`src/rtl/xor_frame_checksum_if.sv`:
```
// Valid/ready word stream in, valid/ready checksum result out, bundled for xor_frame_checksum.
// The DUT uses the slave modport; the word source / result sink uses master.
interface xor_frame_checksum_if #(
   parameter int WIDTH = 8,
   parameter int LEN_W = 5
);
   logic             mode;
   logic             in_valid;
   logic             in_ready;
   logic [WIDTH-1:0] in_data;
   logic             in_last;
   logic             out_valid;
   logic             out_ready;
   logic [WIDTH-1:0] out_sum;
   logic             out_parity;
   logic [LEN_W-1:0] out_len;
   logic             out_err;
   logic             out_ovf;

   modport master (
      output mode, in_valid, in_data, in_last, out_ready,
      input  in_ready, out_valid, out_sum, out_parity, out_len, out_err, out_ovf
   );

   modport slave (
      input  mode, in_valid, in_data, in_last, out_ready,
      output in_ready, out_valid, out_sum, out_parity, out_len, out_err, out_ovf
   );
endinterface

```
`src/rtl/xor_frame_checksum.sv`:
```
// Streaming XOR checksum: folds a frame's words into a running XOR and reports sum/parity/length.
// Optional saturating error counter port err_cnt when XOR_ERR_CNT_EN is defined.
module xor_frame_checksum_chk #(
   parameter int WIDTH   = 8,
   parameter int MAX_LEN = 16,
   parameter int LEN_W   = 5
) (
   input logic             clk,
   input logic             rst,
   input logic             in_ready,
   input logic             out_valid,
   input logic             out_ready,
   input logic [WIDTH-1:0] out_sum,
   input logic [LEN_W-1:0] out_len,
   input logic [LEN_W-1:0] len
);
   a_no_input_during_result : assert property (@(posedge clk) disable iff (rst)
      !(in_ready && out_valid));

   a_result_held : assert property (@(posedge clk) disable iff (rst)
      (out_valid && !out_ready) |=> (out_valid && $stable(out_sum) && $stable(out_len)));

   a_len_bounded : assert property (@(posedge clk) disable iff (rst)
      (32'(len) <= MAX_LEN));
endmodule

module xor_frame_checksum #(
   parameter int WIDTH   = 8,
   parameter int MAX_LEN = 16,
   parameter int LEN_W   = $clog2(MAX_LEN + 1)
) (
   input  logic                 clk,
   input  logic                 rst,
   xor_frame_checksum_if.slave  bus
`ifdef XOR_ERR_CNT_EN
   ,
   output logic [15:0]          err_cnt
`endif
);

   typedef enum logic [1:0] {
      S_IDLE  = 2'd0,
      S_ACC   = 2'd1,
      S_DONE  = 2'd2,
      S_DRAIN = 2'd3
   } state_t;

   localparam logic [LEN_W-1:0] MAX_LEN_L = LEN_W'(MAX_LEN);
   localparam logic [LEN_W-1:0] ONE_L     = LEN_W'(1);
   localparam logic [WIDTH-1:0] ZERO_W    = {WIDTH{1'b0}};

   function automatic logic parity_of(input logic [WIDTH-1:0] v);
      return ^v;
   endfunction

   state_t           state_q, state_d;
   logic [WIDTH-1:0] acc_q, acc_d;
   logic [LEN_W-1:0] len_q, len_d;
   logic             mode_q, mode_d;
   logic             drain_q, drain_d;
   logic             out_valid_q, out_valid_d;
   logic [WIDTH-1:0] out_sum_q, out_sum_d;
   logic             out_parity_q, out_parity_d;
   logic [LEN_W-1:0] out_len_q, out_len_d;
   logic             out_err_q, out_err_d;
   logic             out_ovf_q, out_ovf_d;
`ifdef XOR_ERR_CNT_EN
   logic [15:0]      err_cnt_q, err_cnt_d;
`endif

   logic             in_ready_s;
   logic             beat_ok_s;
   logic             out_hs_s;
   logic [WIDTH-1:0] fold_acc_s;
   logic [LEN_W-1:0] fold_len_s;
   logic             fold_mode_s;
   logic             finish_s;

   // Handshake qualifiers and the value a beat would fold to in the current state.
   always_comb begin
      in_ready_s  = !rst && (state_q != S_DONE);
      beat_ok_s   = bus.in_valid && in_ready_s;
      out_hs_s    = out_valid_q && bus.out_ready;
      if (state_q == S_IDLE) begin
         fold_acc_s  = bus.in_data;
         fold_len_s  = ONE_L;
         fold_mode_s = bus.mode;
      end else begin
         fold_acc_s  = acc_q ^ bus.in_data;
         fold_len_s  = len_q + ONE_L;
         fold_mode_s = mode_q;
      end
      // A frame ends on its last word or when the length cap is reached.
      finish_s = bus.in_last || (fold_len_s == MAX_LEN_L);
   end

   // Next-state and result capture; results are frozen on entry to DONE.
   always_comb begin
      state_d      = state_q;
      acc_d        = acc_q;
      len_d        = len_q;
      mode_d       = mode_q;
      drain_d      = drain_q;
      out_valid_d  = out_valid_q;
      out_sum_d    = out_sum_q;
      out_parity_d = out_parity_q;
      out_len_d    = out_len_q;
      out_err_d    = out_err_q;
      out_ovf_d    = out_ovf_q;
      case (state_q)
         S_IDLE, S_ACC: begin
            if (beat_ok_s) begin
               acc_d  = fold_acc_s;
               len_d  = fold_len_s;
               mode_d = fold_mode_s;
               if (finish_s) begin
                  state_d      = S_DONE;
                  out_valid_d  = 1'b1;
                  out_sum_d    = fold_acc_s;
                  out_parity_d = parity_of(fold_acc_s);
                  out_len_d    = fold_len_s;
                  out_err_d    = fold_mode_s && (fold_acc_s != ZERO_W);
                  out_ovf_d    = !bus.in_last;
                  drain_d      = !bus.in_last;
               end else begin
                  state_d = S_ACC;
               end
            end else begin
               state_d = state_q;
            end
         end
         S_DONE: begin
            if (out_hs_s) begin
               out_valid_d = 1'b0;
               state_d     = drain_q ? S_DRAIN : S_IDLE;
            end else begin
               state_d = S_DONE;
            end
         end
         S_DRAIN: begin
            if (beat_ok_s && bus.in_last) begin
               state_d = S_IDLE;
               drain_d = 1'b0;
            end else begin
               state_d = S_DRAIN;
            end
         end
         default: begin
            state_d     = S_IDLE;
            out_valid_d = 1'b0;
            drain_d     = 1'b0;
         end
      endcase
   end

`ifdef XOR_ERR_CNT_EN
   // Saturating count of delivered results that flagged an error or overflow.
   always_comb begin
      err_cnt_d = err_cnt_q;
      if (out_hs_s && (out_err_q || out_ovf_q) && (err_cnt_q != 16'hFFFF)) begin
         err_cnt_d = err_cnt_q + 16'd1;
      end else begin
         err_cnt_d = err_cnt_q;
      end
   end

   // Error counter register.
   always_ff @(posedge clk) begin
      if (rst) begin
         err_cnt_q <= 16'd0;
      end else begin
         err_cnt_q <= err_cnt_d;
      end
   end

   assign err_cnt = err_cnt_q;
`endif

   // State, accumulator and result registers.
   always_ff @(posedge clk) begin
      if (rst) begin
         state_q      <= S_IDLE;
         acc_q        <= ZERO_W;
         len_q        <= {LEN_W{1'b0}};
         mode_q       <= 1'b0;
         drain_q      <= 1'b0;
         out_valid_q  <= 1'b0;
         out_sum_q    <= ZERO_W;
         out_parity_q <= 1'b0;
         out_len_q    <= {LEN_W{1'b0}};
         out_err_q    <= 1'b0;
         out_ovf_q    <= 1'b0;
      end else begin
         state_q      <= state_d;
         acc_q        <= acc_d;
         len_q        <= len_d;
         mode_q       <= mode_d;
         drain_q      <= drain_d;
         out_valid_q  <= out_valid_d;
         out_sum_q    <= out_sum_d;
         out_parity_q <= out_parity_d;
         out_len_q    <= out_len_d;
         out_err_q    <= out_err_d;
         out_ovf_q    <= out_ovf_d;
      end
   end

   assign bus.in_ready   = in_ready_s;
   assign bus.out_valid  = out_valid_q;
   assign bus.out_sum    = out_sum_q;
   assign bus.out_parity = out_parity_q;
   assign bus.out_len    = out_len_q;
   assign bus.out_err    = out_err_q;
   assign bus.out_ovf    = out_ovf_q;

   xor_frame_checksum_chk #(
      .WIDTH   (WIDTH),
      .MAX_LEN (MAX_LEN),
      .LEN_W   (LEN_W)
   ) u_chk (
      .clk       (clk),
      .rst       (rst),
      .in_ready  (in_ready_s),
      .out_valid (out_valid_q),
      .out_ready (bus.out_ready),
      .out_sum   (out_sum_q),
      .out_len   (out_len_q),
      .len       (len_q)
   );

endmodule
```
`src/flat_wrapper.sv`:
```
// flat-port wrapper written by rule: the top's interface ports become plain ports
module xor_frame_checksum_flat 
#(
   parameter int WIDTH   = 8,
   parameter int MAX_LEN = 16,
   parameter int LEN_W   = $clog2(MAX_LEN + 1)
)
  (clk, rst, bus_mode, bus_in_valid, bus_in_data, bus_in_last, bus_out_ready, bus_in_ready, bus_out_valid, bus_out_sum, bus_out_parity, bus_out_len, bus_out_err, bus_out_ovf);
  xor_frame_checksum_if #(.WIDTH(WIDTH), .LEN_W(LEN_W)) bus_i ();
  input  logic clk;
  input  logic rst;
  input wire logic [$bits(bus_i.mode)-1:0] bus_mode;
  input wire logic [$bits(bus_i.in_valid)-1:0] bus_in_valid;
  input wire logic [$bits(bus_i.in_data)-1:0] bus_in_data;
  input wire logic [$bits(bus_i.in_last)-1:0] bus_in_last;
  input wire logic [$bits(bus_i.out_ready)-1:0] bus_out_ready;
  output wire logic [$bits(bus_i.in_ready)-1:0] bus_in_ready;
  output wire logic [$bits(bus_i.out_valid)-1:0] bus_out_valid;
  output wire logic [$bits(bus_i.out_sum)-1:0] bus_out_sum;
  output wire logic [$bits(bus_i.out_parity)-1:0] bus_out_parity;
  output wire logic [$bits(bus_i.out_len)-1:0] bus_out_len;
  output wire logic [$bits(bus_i.out_err)-1:0] bus_out_err;
  output wire logic [$bits(bus_i.out_ovf)-1:0] bus_out_ovf;
  assign bus_i.mode = bus_mode;
  assign bus_i.in_valid = bus_in_valid;
  assign bus_i.in_data = bus_in_data;
  assign bus_i.in_last = bus_in_last;
  assign bus_i.out_ready = bus_out_ready;
  assign bus_in_ready = bus_i.in_ready;
  assign bus_out_valid = bus_i.out_valid;
  assign bus_out_sum = bus_i.out_sum;
  assign bus_out_parity = bus_i.out_parity;
  assign bus_out_len = bus_i.out_len;
  assign bus_out_err = bus_i.out_err;
  assign bus_out_ovf = bus_i.out_ovf;
  xor_frame_checksum #(.WIDTH(WIDTH), .MAX_LEN(MAX_LEN), .LEN_W(LEN_W)) u_core (.clk(clk), .rst(rst), .bus(bus_i));
endmodule
```
`config.mk`:
```
export PLATFORM = sky130hd
export DESIGN_NAME = xor_frame_checksum_flat
export DESIGN_NICKNAME = d
export VERILOG_FILES = /design/src/rtl/xor_frame_checksum_if.sv /design/src/rtl/xor_frame_checksum.sv /design/src/flat_wrapper.sv
export SDC_FILE = /design/constraint.sdc
export NUM_CORES = 1
export LEC_CHECK = 0
export CAP_MARGIN = 20
export CORE_ASPECT_RATIO = 1.4
export CORE_MARGIN = 5
export CORE_UTILIZATION = 41
export DETAILED_ROUTE_END_ITERATION = 7
export GPL_TIMING_DRIVEN = 1
export MAX_ROUTING_LAYER = met4
export PLACE_DENSITY = 0.68
export REMOVE_ABC_BUFFERS = 1
export SYNTH_ARGS = -nofsm -noshare
export SYNTH_HDL_FRONTEND = slang
export SYNTH_SLANG_ARGS = --single-unit
```
`constraint.sdc`:
```
create_clock -name clk -period 2.3 [get_ports clk]
set_clock_uncertainty 0.1 [all_clocks]
set_input_delay 0.575 -clock clk [delete_from_list [all_inputs] [get_ports clk]]
set_output_delay 0.575 -clock clk [all_outputs]
set_load 0.02 [all_outputs]
```
# Word-level counts from Yosys, hierarchy flattened
# Index checks and enable logic that the tools add are counted.
[totals]
wordCells = 57
ff_bits = 34
input_bits = 14
[op_classes]
mux = 17
reduce_logical = 18
n_bitwise = 1
n_addsub = 1
n_eq_ne = 9
[op_table]
columns = ["operator", "n"]
rows = [
  ["2-bit two-way mux", 5],
  ["8-bit two-way mux", 1],
  ["2-bit by 1-bit inequality test with 1-bit output, second input constant", 4],
  ["4-bit AND reduction", 2],
  ["8-bit nonzero test", 1],
  ["8-bit parity", 1],
  ["8-bit bitwise XOR", 1],
  ["1-bit two-way mux", 7],
  ["2-bit one-hot mux with 3 select lines", 1],
  ["5-bit by 1-bit adder with 5-bit output, second input constant", 1],
  ["5-bit equality test, second input constant", 1],
  ["1-bit logical AND", 5],
  ["5-bit two-way mux", 1],
  ["2-bit equality test, second input constant", 2],
  ["1-bit one-hot mux with 2 select lines", 2],
  ["2-bit nonzero test", 2],
  ["3-bit AND reduction", 1],
  ["2-bit by 1-bit equality test with 1-bit output, second input constant", 1],
  ["1-bit zero test", 2],
  ["2-bit zero test", 1],
  ["2-bit inequality test, second input constant", 1],
  ["2-bit AND reduction", 1],
  ["2-bit OR reduction", 1],
  ["1-bit logical OR", 1],
]

# Logic depth before layout (Yosys ltp)
# Gate-level depths: netlist (run 1).
[logic_depth]
ltp_word = 7
ltp_mapped = 10
depth_no_buf = 7

# Worst setup path after synthesis (run 1)
# No wires, ideal clock.
[synth_path]
kind = "register to register"
startpoint = "register u_core.state_q[0]"
endpoint = "register u_core.out_parity_q (netlist: u_core.bus.out_parity)"
synth_period_minus_slack_ns = 2.255
t_arrival_ns = 2.076
path_slack_ns = 0.045
setup_time_ns = 0.080
stages_incl_launch_ff = 11
path_cell_list = "dfxtp_1 > buf_2 > or2_2 > clkbuf_1 > buf_2 > nand2_1 > xor2_1 > ha_1 > xor2_1 > xnor2_1 > a211oi_2"
[synth_via]
elab_chain_cells = 5
word_cells_on_any_way = 12
cone_classes = "eq/ne (3); mux (2); reduce/logical (7)"
[synth_lines]
columns = ["item", "line_no", "rtl"]
rows = [
  ["start: declaration", "xor_frame_checksum.sv:56", "state_t state_q, state_d;"],
  ["start signal: assignment", "xor_frame_checksum.sv:194", "state_q <= state_d;"],
  ["2-bit zero test", "xor_frame_checksum.sv:84, xor_frame_checksum.sv:110", ""],
  ["5-bit two-way mux", "xor_frame_checksum.sv:84", "if (state_q == S_IDLE) begin"],
  ["5-bit equality test", "xor_frame_checksum.sv:94", "finish_s = bus.in_last || (fold_len_s == MAX_LEN_L);"],
  ["1-bit logical OR", "xor_frame_checksum.sv:94", ""],
  ["3-bit AND reduction (no source line)", "n/a", ""],
  ["end signal: assignment", "xor_frame_checksum.sv:201", "out_parity_q <= out_parity_d;"],
  ["end: declaration", "xor_frame_checksum.sv:63", "logic out_parity_q, out_parity_d;"],
]
# Parallel ways exist; a longest one is shown, timed or not.
# A chain may end at the register's enable or synchronous reset.

# Final worst setup path (run 1)
[layout_path]
startpoint = "register u_core.len_q[0]"
endpoint = "register u_core.state_q[1]"
[layout_via]
elab_chain_cells = 7
[layout_lines]
columns = ["item", "line_no", "rtl"]
rows = [
  ["start: declaration", "xor_frame_checksum.sv:58", "logic [LEN_W-1:0] len_q, len_d;"],
  ["start signal: assignment", "xor_frame_checksum.sv:184", "len_q <= {LEN_W{1'b0}};"],
  ["start signal: assignment", "xor_frame_checksum.sv:196", "len_q <= len_d;"],
  ["5-bit by 1-bit adder with 5-bit output", "xor_frame_checksum.sv:90", "fold_len_s = len_q + ONE_L;"],
  ["5-bit two-way mux", "xor_frame_checksum.sv:84", ""],
  ["5-bit equality test", "xor_frame_checksum.sv:94", ""],
  ["1-bit logical OR", "xor_frame_checksum.sv:94", ""],
  ["2-bit two-way mux", "xor_frame_checksum.sv:116", "if (finish_s) begin"],
  ["2-bit two-way mux", "xor_frame_checksum.sv:112", "if (beat_ok_s) begin"],
  ["2-bit one-hot mux with 3 select lines", "xor_frame_checksum.sv:110", "case (state_q)"],
]
# Every way passes these cells. The select of a mux whose other input is x is not followed.

==> results of run 1 <==
## worst paths after layout
check	startpoint	end	slack, ns
max	u_core.len_q[0]$_SDFFE_PP0P_	u_core.state_q[1]$_SDFFE_PP0N_	0.02
min	u_core.mode_q$_SDFFE_PP0P_	u_core.mode_q$_SDFFE_PP0P_	0.38
max reg2reg	u_core.len_q[0]$_SDFFE_PP0P_	u_core.state_q[1]$_SDFFE_PP0N_	0.02
min reg2reg	u_core.mode_q$_SDFFE_PP0P_	u_core.mode_q$_SDFFE_PP0P_	0.38
## state kept, by name, indices dropped and copies added, names as in the netlist
signal,flops
u_core.bus.out_len,5
u_core.bus.out_err,1
u_core.mode_q,1
u_core.bus.out_valid,1
u_core.bus.out_sum,8
u_core.bus.out_parity,1
u_core.len_q,5
u_core.state_q,2
u_core.drain_q,1
u_core.bus.out_ovf,1
u_core.acc_q,8
## layer usage
metal	part of all wire	wire, um
met2	0.49	2190
met4	0.026	117
met1	0.44	1960
met5	0	0
met3	0.041	183
## kinds of logic (layout without fill, tap and decap cells)
kind of cell | Yosys count | in the layout | share of synthesized area
simple gates | 55 | 55 | 0.160
xor+xnor | 14 | 14 | 0.0733
mux | 2 | 2 | 0.0120
compound gates | 60 | 60 | 0.266
flops | 34 | 34 | 0.407
fa+ha+maj | 5 | 5 | 0.0374
buf+inv | 15 | 77 | 0.0449
## synthesized netlist by cell type (2+ instances only)
master / instances
xnor2_1: 2
nor2_1: 17
nand2_1: 16
a21oi_1: 17
xor2_1: 12
nand4_1: 3
a311oi_1: 2
dfxtp_1: 34
ha_1: 5
inv_1: 2
o21ai_0: 8
mux2i_1: 2
a21oi_2: 5
nand3_1: 6
a211oi_1: 13
a41oi_1: 2
nor3_1: 4
buf_2: 3
clkbuf_1: 7
a211oi_2: 5
nand2b_1: 2
## tightest hold or removal path, cell delays in order (launching register included)
cell and delay [ns]:
dfxtp_1 0.31, o21ai_0 0.07, a21oi_1 0.06
## metrics by stage
stage	power, mW	TNS [ns]	cell area [sq um]	hold slack (ns)
2_1_floorplan	0.825	-7.75	1610	0.347
3_3_place_gp	0.989	-0.815	2240	0.363
3_5_place_dp	0.993	-1.42	2240	0.375
4_1_cts	1.46	0	2330	0.386
5_1_grt	1.53	-0.0750	2410	0.414
6_report	1.47	0	2410	0.383
## timing repair
| item | CTS | global route |
|---|---|---|
| pin swaps | 0 | 3 |
| buffers inserted | 0 | 2 |
| gates cloned | 0 | 2 |
| resized for setup | 1 | 5 |
| setup endpoints to repair | 1 | 6 |
## where the power goes
part / leakage, nW / internal, mW / switching (mW)
Clock: 0.0482 / 0.242 / 0.225
Combinational: 0.570 / 0.178 / 0.183
Sequential: 0.278 / 0.619 / 0.0201
## area by class of cell
class                           instances  area [sq um]
Timing Repair Buffer                   67           639
Inverter                                2          7.51
Clock inverter                          1          5.00
Sequential cell                        34           682
Fill cell                             340          1540
Tap cell                               43          53.8
Clock buffer                            7          86.3
Multi-Input combinational cell        136           940
==> impl_results.md, run 1 <==
- Unique cell type count in the Yosys netlist: 39
- Most frequent cells in the layout: dfxtp_1 (33), buf_4 (32), clkdlybuf4s50_1 (30)
- Slew headroom: 0.719
- Root buffer cell: clkbuf_8
- Drt drc: 0
- Worst-Margin Slew: between 0.4 and 0.5 ns
- Slowest-stage cell, CP: or4b_4
- Largest net degree at the start of global routing: 22
- Met2 Use GR: 0.266
- CP arrival: roughly 2.4 ns
- Worst path max stage delay: around 0.6 ns
- Final net count: 265
- CTS clock-pin slew for the worst setup and hold paths: 0.07 ns
- Final setup fails: 0
- Avg Cell Area, Syn: ~9 sq um
- DP Worst Slack: -0.138 ns
- Met3 Resource Use GR: 0.0341
- Input/output buffers: 31
- Peak supply drop: about 0.00045 V
- Async SR Flop Fraction: 0
- Die ar.: roughly 0.0055 sq mm
- Worst path bufs/invs: 1
- Routed wire length: approximately 4500 um
- Leading cell type in the layout, fill and taps excluded: dfxtp_1
- Global-route wire length before repair: roughly 7000 um
- Die X: ~64 um
- Routed WL per cell: between 15 and 20 um
- Crit start category: flop
- Initial antenna violation count: 0
- # hold bufs at CTS: 0
- Critical-path cell list: ha_2, xor2_1, or4b_4, o31a_1, buf_4, o32a_1, a41oi_2
- MaxCap Viol Count: 0
- Worst r2r path cells: 7
- RSZ-0062 raised after global routing: true
- Detailed Routing Iterations Pass 1: 4
- Finished Layout Cells: 290
- Sequential share of the synthesized area: 0.407
- CTS buffer count: 5
- Met1 Resource Use GR: 0.195
- Synthesis Warnings: 0
- GR Util All Layers: 0.163
- Achievable frequency: roughly 440 MHz
- Share of cells above drive strength 1: 0.267
- Final period util: 0.990
- Final hold violation count: 0
- Hold depth: 2
- Post-synth EDFFs: 0
- Yosys top cell area share: 0.407
- Synth Flop Type: dfxtp_1
- Avg Vias per Cell: around 5.6
- Final Core Density: 0.611
- Detailed-route via count: 1,629
- Fin. max-slew vios: 0
- Top cells by area, synth: dfxtp_1 (41%), xor2_1 (6.3%), a211oi_1 (5.8%)
- Syn Std Cell Area: 0.00167 sq mm
- Die height: approximately 86 um
- Worst setup EP type: flop
- #FFs+latches synth: 34
- Clk_lat worst skew: between 0.2 and 0.3 ns
- Power Dens Cells: around 610 mW/mm^2
- Setup ws final: between 0.02 and 0.025 ns
- Worst hold path type: reg -> reg
- CTS Buffer Depth: 2
- LEAKAGE: 0.896 nW
- Post-synth top area cell: dfxtp_1
- FP Rows: 27
- Total clock sinks: 34
- Required @ worst endpoint: between 2 and 2.5 ns
- Grt ovf: 0
- Synthesized instance count: 185
- Busiest grt layer: met2
- Fin crit period: 2.28 ns
- Iteration-0 DRC Markers: 53
- Cell count along the critical path: 7
- # diodes: 0
- Delay-heaviest family, CP: compound AO/OA/AOI/OAI gates
- Inst Count DP: around 280
- Area Overhead vs Synth: 44.3%
- H-Tree Depth: 2
- Core area: 0.00395 sq mm
- GP Congestion: 0.826
- Critical Path Fanout Max: 4
- Starting Density: 0.423
- Vias in the first global route: roughly 1,600
- Ports: 32
- DP HPWL: 2970 um
- Run status: finished clean
- Post-detailed-route count of antenna-violating nets: 0
- CTS tree: yes
- Crit Path Category: reg -> reg
(Power assumes the default switching activity.)
==> run 2, diff against run 1 <==
--- a/config.mk
+++ b/config.mk
@@ -8,11 +8,10 @@
 export CAP_MARGIN = 20
 export CORE_ASPECT_RATIO = 1.4
 export CORE_MARGIN = 5
-export CORE_UTILIZATION = 41
+export CORE_UTILIZATION = 30
 export DETAILED_ROUTE_END_ITERATION = 7
 export GPL_TIMING_DRIVEN = 1
 export MAX_ROUTING_LAYER = met4
-export PLACE_DENSITY = 0.68
 export REMOVE_ABC_BUFFERS = 1
 export SYNTH_ARGS = -nofsm -noshare
 export SYNTH_HDL_FRONTEND = slang
==> impl_results.md, run 2 (synthesized netlist as in run 1, its figures left out) <==
- Slew headroom: 0.730
- Vias in the first global route: approximately 1,400
- Final period util: 0.962
- Root buffer cell: clkbuf_8
- Worst Hold Launch: u_core.bus.out_len[2]$_SDFFE_PP0P_
- Worst r2r path cells: 6
- Placed cell area: approximately 0.0022 sq mm
- R2R setup slack: 0.09 ns
- Die height: slightly below 100 um
- Starting Density: 0.305
- Share of cells above drive strength 1: 0.216
- Achievable frequency: around 450 MHz
- Clk_lat worst skew: ~0.28 ns
- Routed WL per cell: 13.5 um
- MaxCap Viol Count: 0
- Grt ovf: 0
- Die ar.: around 0.007 sq mm
- Core area: 0.00549 sq mm
- Die X: between 70 and 80 um
- Fin Hold WS: 0.376 ns
- GP Congestion: 0.789
- Detailed Routing Iterations Pass 1: 4
- Total clock sinks: 34
- RSZ-0062 raised after global routing: false
- Fin. max-slew vios: 0
- Worst-Margin Slew: ~0.4 ns
- Slowest-stage cell, CP: or4b_4
- DP HPWL: roughly 2900 um
- Run status: finished clean
- Register area: between 600 and 700 sq um
- Area Overhead vs Synth: 38.4%
- Final hold violation count: 0
- Worst hold path type: reg -> reg
- Crit start category: flop
- Iteration-0 DRC Markers: 100
- CTS buffer count: 5
- Crit Path Category: reg -> reg
- Post-detailed-route count of antenna-violating nets: 0
- Ports: 32
- Avg Vias per Cell: roughly 5.0
- Input/output buffers: 31
- CP arrival: ~2.3 ns
- FP Rows: 32
- Worst setup EP type: flop
- CTS clock-pin slew for the worst setup and hold paths: approximately 0.07 ns
- # diodes: 0
- Delay-heaviest family, CP: compound AO/OA/AOI/OAI gates
- Initial antenna violation count: 0
- Hold depth: 2
- Fin crit period: 2.21 ns
- Drt drc: 0
- Area of the multi-input gates: slightly above 900 sq um
- # hold bufs at CTS: 0
- Fillers: 554
- LEAKAGE: just over 0.8 nW
- Final net count: approximately 250
- Final Core Density: 0.422
- DP Worst Slack: -0.106 ns
- Detailed-route via count: approximately 1,500
- RR Startpoint: u_core.len_q[0]$_SDFFE_PP0P_
- CTS Buffer Depth: 2
- Critical Path Fanout Max: 17
- Largest net degree at the start of global routing: 35
- Final instance area: approximately 0.0023 sq mm
- Global-route wire length before repair: approximately 7000 um
- H-Tree Depth: 2
- Power Dens Cells: 612 mW/mm^2
- Routed wire length: slightly above 4000 um
- Post-cts repair resize count: 1
- GR Util All Layers: 0.124
- Leading cell type in the layout, fill and taps excluded: dfxtp_1
- Final setup fails: 0
- Most frequent cells in the layout: dfxtp_1 (34), clkdlybuf4s50_1 (30), buf_4 (23)
- Setup ws final: 0.0866 ns
- Critical-path cell list: ha_1, or4b_4, o31ai_4, buf_12, a21oi_1, a311oi_1
- Required @ worst endpoint: approximately 2.4 ns
- Peak supply drop: roughly 0.00025 V
- Worst path max stage delay: about 0.59 ns
- Total Power: roughly 1.4 mW
- CTS tree: yes
- RR Endpoint: u_core.bus.out_len[0]$_SDFFE_PP0P_
- Post-CTS Setup Bufs: 0
- Worst path bufs/invs: 1
- Hold Path Sink: u_core.bus.out_len[2]$_SDFFE_PP0P_
-- run 2: cell count changes in the layout (fill, tap and decap cells not counted), moves of 2 or more --
cell	delta
a211oi_2	-2
buf_4	-9
clkbuf_16	-2
a211oi_1	+2
-- run 2: how the worst max path moves through the flow --
| stage | end | depth (start not counted) | slack [ns] | start |
|---|---|---|---|---|
| after floorplan | u_core.len_q[2]$_SDFFE_PP0P_ | 5 | -0.44 | rst |
| after global placement | bus_in_ready | 3 | -0.1 | rst |
| after detailed placement | bus_in_ready | 3 | -0.11 | rst |
| after CTS | u_core.bus.out_parity$_SDFFE_PP0P_ | 7 | 0.02 | u_core.state_q[1]$_SDFFE_PP0N_ |
| after global routing | u_core.bus.out_len[0]$_SDFFE_PP0P_ | 6 | 0.01 | u_core.len_q[0]$_SDFFE_PP0P_ |
| final | u_core.bus.out_len[0]$_SDFFE_PP0P_ | 6 | 0.09 | u_core.len_q[0]$_SDFFE_PP0P_ |
-- run 2: layout make-up --
class	instances	area share
multi-input combinational	136	0.401
clock buffer	7	0.0373
tap	68	0.0367
clock inverter	1	0.00216
sequential	34	0.294
timing repair buffer	56	0.225
inverter	2	0.00324
-- run 2: per-stage QoR --
stage          TNS, ns  cells
3_5_place_dp    -0.159    296
4_1_cts              0    304
5_1_grt              0    304
3_3_place_gp    -0.124    296
6_report             0    304
2_1_floorplan    -7.75    172
-- run 2: power by group --
group          switching, mW  internal (mW)  leakage, nW
Clock                  0.214          0.242       0.0482
Combinational          0.166          0.155        0.504
Sequential            0.0219          0.619        0.278
Total                  0.402           1.02        0.830
-- run 2: layer usage --
| layer | vias to the layer above | global-route usage | part of all wire |
|---|---|---|---|
| li1 | 769 | - | - |
| met1 | 714 | 0.143 | 0.44 |
| met2 | 24 | 0.203 | 0.51 |
| met3 | 6 | 0.0330 | 0.035 |
| met4 | 0 | 0.0469 | 0.017 |
| met5 | - | - | 0 |
-- run 2: worst min-delay path: stages (launching register included) --
cell and delay, ns:
dfxtp_1 0.31, o21ai_0 0.06, a21oi_1 0.06
==> run 3, diff against run 2 <==
--- a/config.mk
+++ b/config.mk
@@ -6,12 +6,15 @@
 export NUM_CORES = 1
 export LEC_CHECK = 0
 export CAP_MARGIN = 20
-export CORE_ASPECT_RATIO = 1.4
+export CELL_PAD_IN_SITES_DETAIL_PLACEMENT = 1
+export CELL_PAD_IN_SITES_GLOBAL_PLACEMENT = 2
+export CORE_ASPECT_RATIO = 1.2
 export CORE_MARGIN = 5
-export CORE_UTILIZATION = 30
+export CORE_UTILIZATION = 28
 export DETAILED_ROUTE_END_ITERATION = 7
 export GPL_TIMING_DRIVEN = 1
 export MAX_ROUTING_LAYER = met4
+export PLACE_DENSITY_LB_ADDON = 0.1
 export REMOVE_ABC_BUFFERS = 1
 export SYNTH_ARGS = -nofsm -noshare
 export SYNTH_HDL_FRONTEND = slang
==> impl_results.md, run 3 (synthesized netlist as in run 1, its figures left out) <==
- Run status: finished clean
- Final hold violation count: 0
- CTS Buffer Depth: 2
- GR Util All Layers: 0.148
- R2R setup slack: roughly 0.095 ns
- Worst-Margin Slew: between 0.4 and 0.5 ns
- Most frequent cells in the layout: dfxtp_1 (34), buf_4 (31), clkdlybuf4s50_1 (30)
- Vias in the first global route: roughly 1,700
- GP Congestion: 0.781
- Detailed Routing Iterations Pass 1: 4
- Die X: 80.6 um
- Clk_lat worst skew: about 0.28 ns
- Largest net degree at the start of global routing: 35
- Slew headroom: 0.706
- Final period util: 0.959
- # diodes: 0
- RR Endpoint: u_core.state_q[1]$_SDFFE_PP0N_
- LEAKAGE: 0.857 nW
- Peak supply drop: ~0.00023 V
- Worst Setup SP: u_core.len_q[0]$_SDFFE_PP0P_
- Required @ worst endpoint: ~2.4 ns
- Final setup fails: 0
- Die ar.: around 0.0076 sq mm
- FP Rows: 30
- Initial antenna violation count: 0
- Area Overhead vs Synth: 42.2%
- Drt drc: 0
- Worst setup EP type: flop
- MaxCap Viol Count: 0
- Fillers: 699
- Post-CTS Setup Bufs: 0
- # hold bufs at CTS: 0
- Total clock sinks: 34
- Leading cell type in the layout, fill and taps excluded: dfxtp_1
- Critical Path Fanout Max: 4
- Crit start category: flop
- CTS tree: yes
- Detailed-route via count: approximately 1,600
- Fin. max-slew vios: 0
- Routed WL per cell: around 15 um
- Global-route wire length before repair: 8450 um
- Grt ovf: 0
- CTS clock-pin slew for the worst setup and hold paths: 0.07 ns
- Input/output buffers: 31
- Setup ws final: roughly 0.095 ns
- Core area: about 0.0057 sq mm
- Fin crit period: roughly 2.2 ns
- DP HPWL: around 3600 um
- Share of cells above drive strength 1: 0.235
- DP Worst Slack: -0.159 ns
- Final net count: ~260
- H-Tree Depth: 2
- CP Capture Point: u_core.state_q[1]$_SDFFE_PP0N_
- Worst hold path type: reg -> reg
- Worst r2r path cells: 7
- Starting Density: 0.291
- Power Dens Cells: 595 mW/mm^2
- Ports: 32
- CP arrival: between 2 and 2.5 ns
- Routed wire length: approximately 5000 um
- Avg Vias per Cell: ~5
- Root buffer cell: clkbuf_8
- CTS buffer count: 5
- Die height: roughly 95 um
- Crit Path Category: reg -> reg
- Post-route setup TNS: 0 ns
- Post-detailed-route count of antenna-violating nets: 0
- Achievable frequency: 454 MHz
- Iteration-0 DRC Markers: 69
- RR Startpoint: u_core.len_q[0]$_SDFFE_PP0P_
## run 3: repair_timing
item | 4_1_cts | 5_1_grt
pin swaps | 0 | 1
setup endpoints to repair | 1 | 5
resized for setup | 1 | 2
endpoints found under the hold margin | 0 | 0
## run 3: cell type report
| class | instances | area, sq um | share of cell area |
|---|---|---|---|
| Clock buffer | 7 | 76.3 | 0.0321 |
| Inverter | 2 | 7.51 | 0.00316 |
| Multi-Input combinational cell | 136 | 932 | 0.392 |
| Sequential cell | 34 | 681 | 0.286 |
| Tap cell | 80 | 100 | 0.0421 |
| Timing Repair Buffer | 64 | 582 | 0.245 |
## run 3: per-layer routing
layer / share of wire / track usage
met5: 0 / -
met4: 0.015 / 0.0521
met3: 0.024 / 0.0305
met2: 0.51 / 0.247
met1: 0.45 / 0.174
## run 3: worst max-delay path, stage by stage (launching register included)
cell and delay [ns]:
dfxtp_1 0.35, ha_4 0.17, xor2_1 0.15, or4b_4 0.54, o31a_1 0.32, buf_4 0.17, o32a_1 0.16, a41oi_1 0.16
## run 3: worst min path at each step
stage               slack (ns)                            endpoint                          startpoint  cells past startpoint
finish                    0.38  u_core.bus.out_len[1]$_SDFFE_PP0P_  u_core.bus.out_len[1]$_SDFFE_PP0P_                      2
floorplan                 0.35          u_core.mode_q$_SDFFE_PP0P_          u_core.mode_q$_SDFFE_PP0P_                      2
global route              0.41  u_core.bus.out_len[3]$_SDFFE_PP0P_  u_core.bus.out_len[3]$_SDFFE_PP0P_                      2
global placement          0.37        u_core.len_q[1]$_SDFFE_PP0P_        u_core.len_q[1]$_SDFFE_PP0P_                      2
detailed placement        0.38          u_core.mode_q$_SDFFE_PP0P_          u_core.mode_q$_SDFFE_PP0P_                      2
CTS                       0.39  u_core.bus.out_len[1]$_SDFFE_PP0P_  u_core.bus.out_len[1]$_SDFFE_PP0P_                      2
## run 3: stage by stage
stage	util	hold slack (ns)	area [sq um]	instances	power [mW]
2_1_floorplan	-	0.347	1610	172	0.825
3_3_place_gp	0.399	0.368	2290	316	1.00
3_5_place_dp	0.399	0.377	2290	316	1.01
4_1_cts	0.412	0.388	2370	323	1.44
5_1_grt	0.414	0.412	2380	323	1.50
6_report	0.414	0.383	2380	323	1.41
## run 3: power by group
group | internal, mW | total, mW | switching, mW | leakage (nW)
clock | 0.209 | 0.420 | 0.211 | 0.0383
combinational | 0.171 | 0.356 | 0.185 | 0.541
sequential | 0.619 | 0.639 | 0.0202 | 0.278
total | 0.998 | 1.41 | 0.416 | 0.857
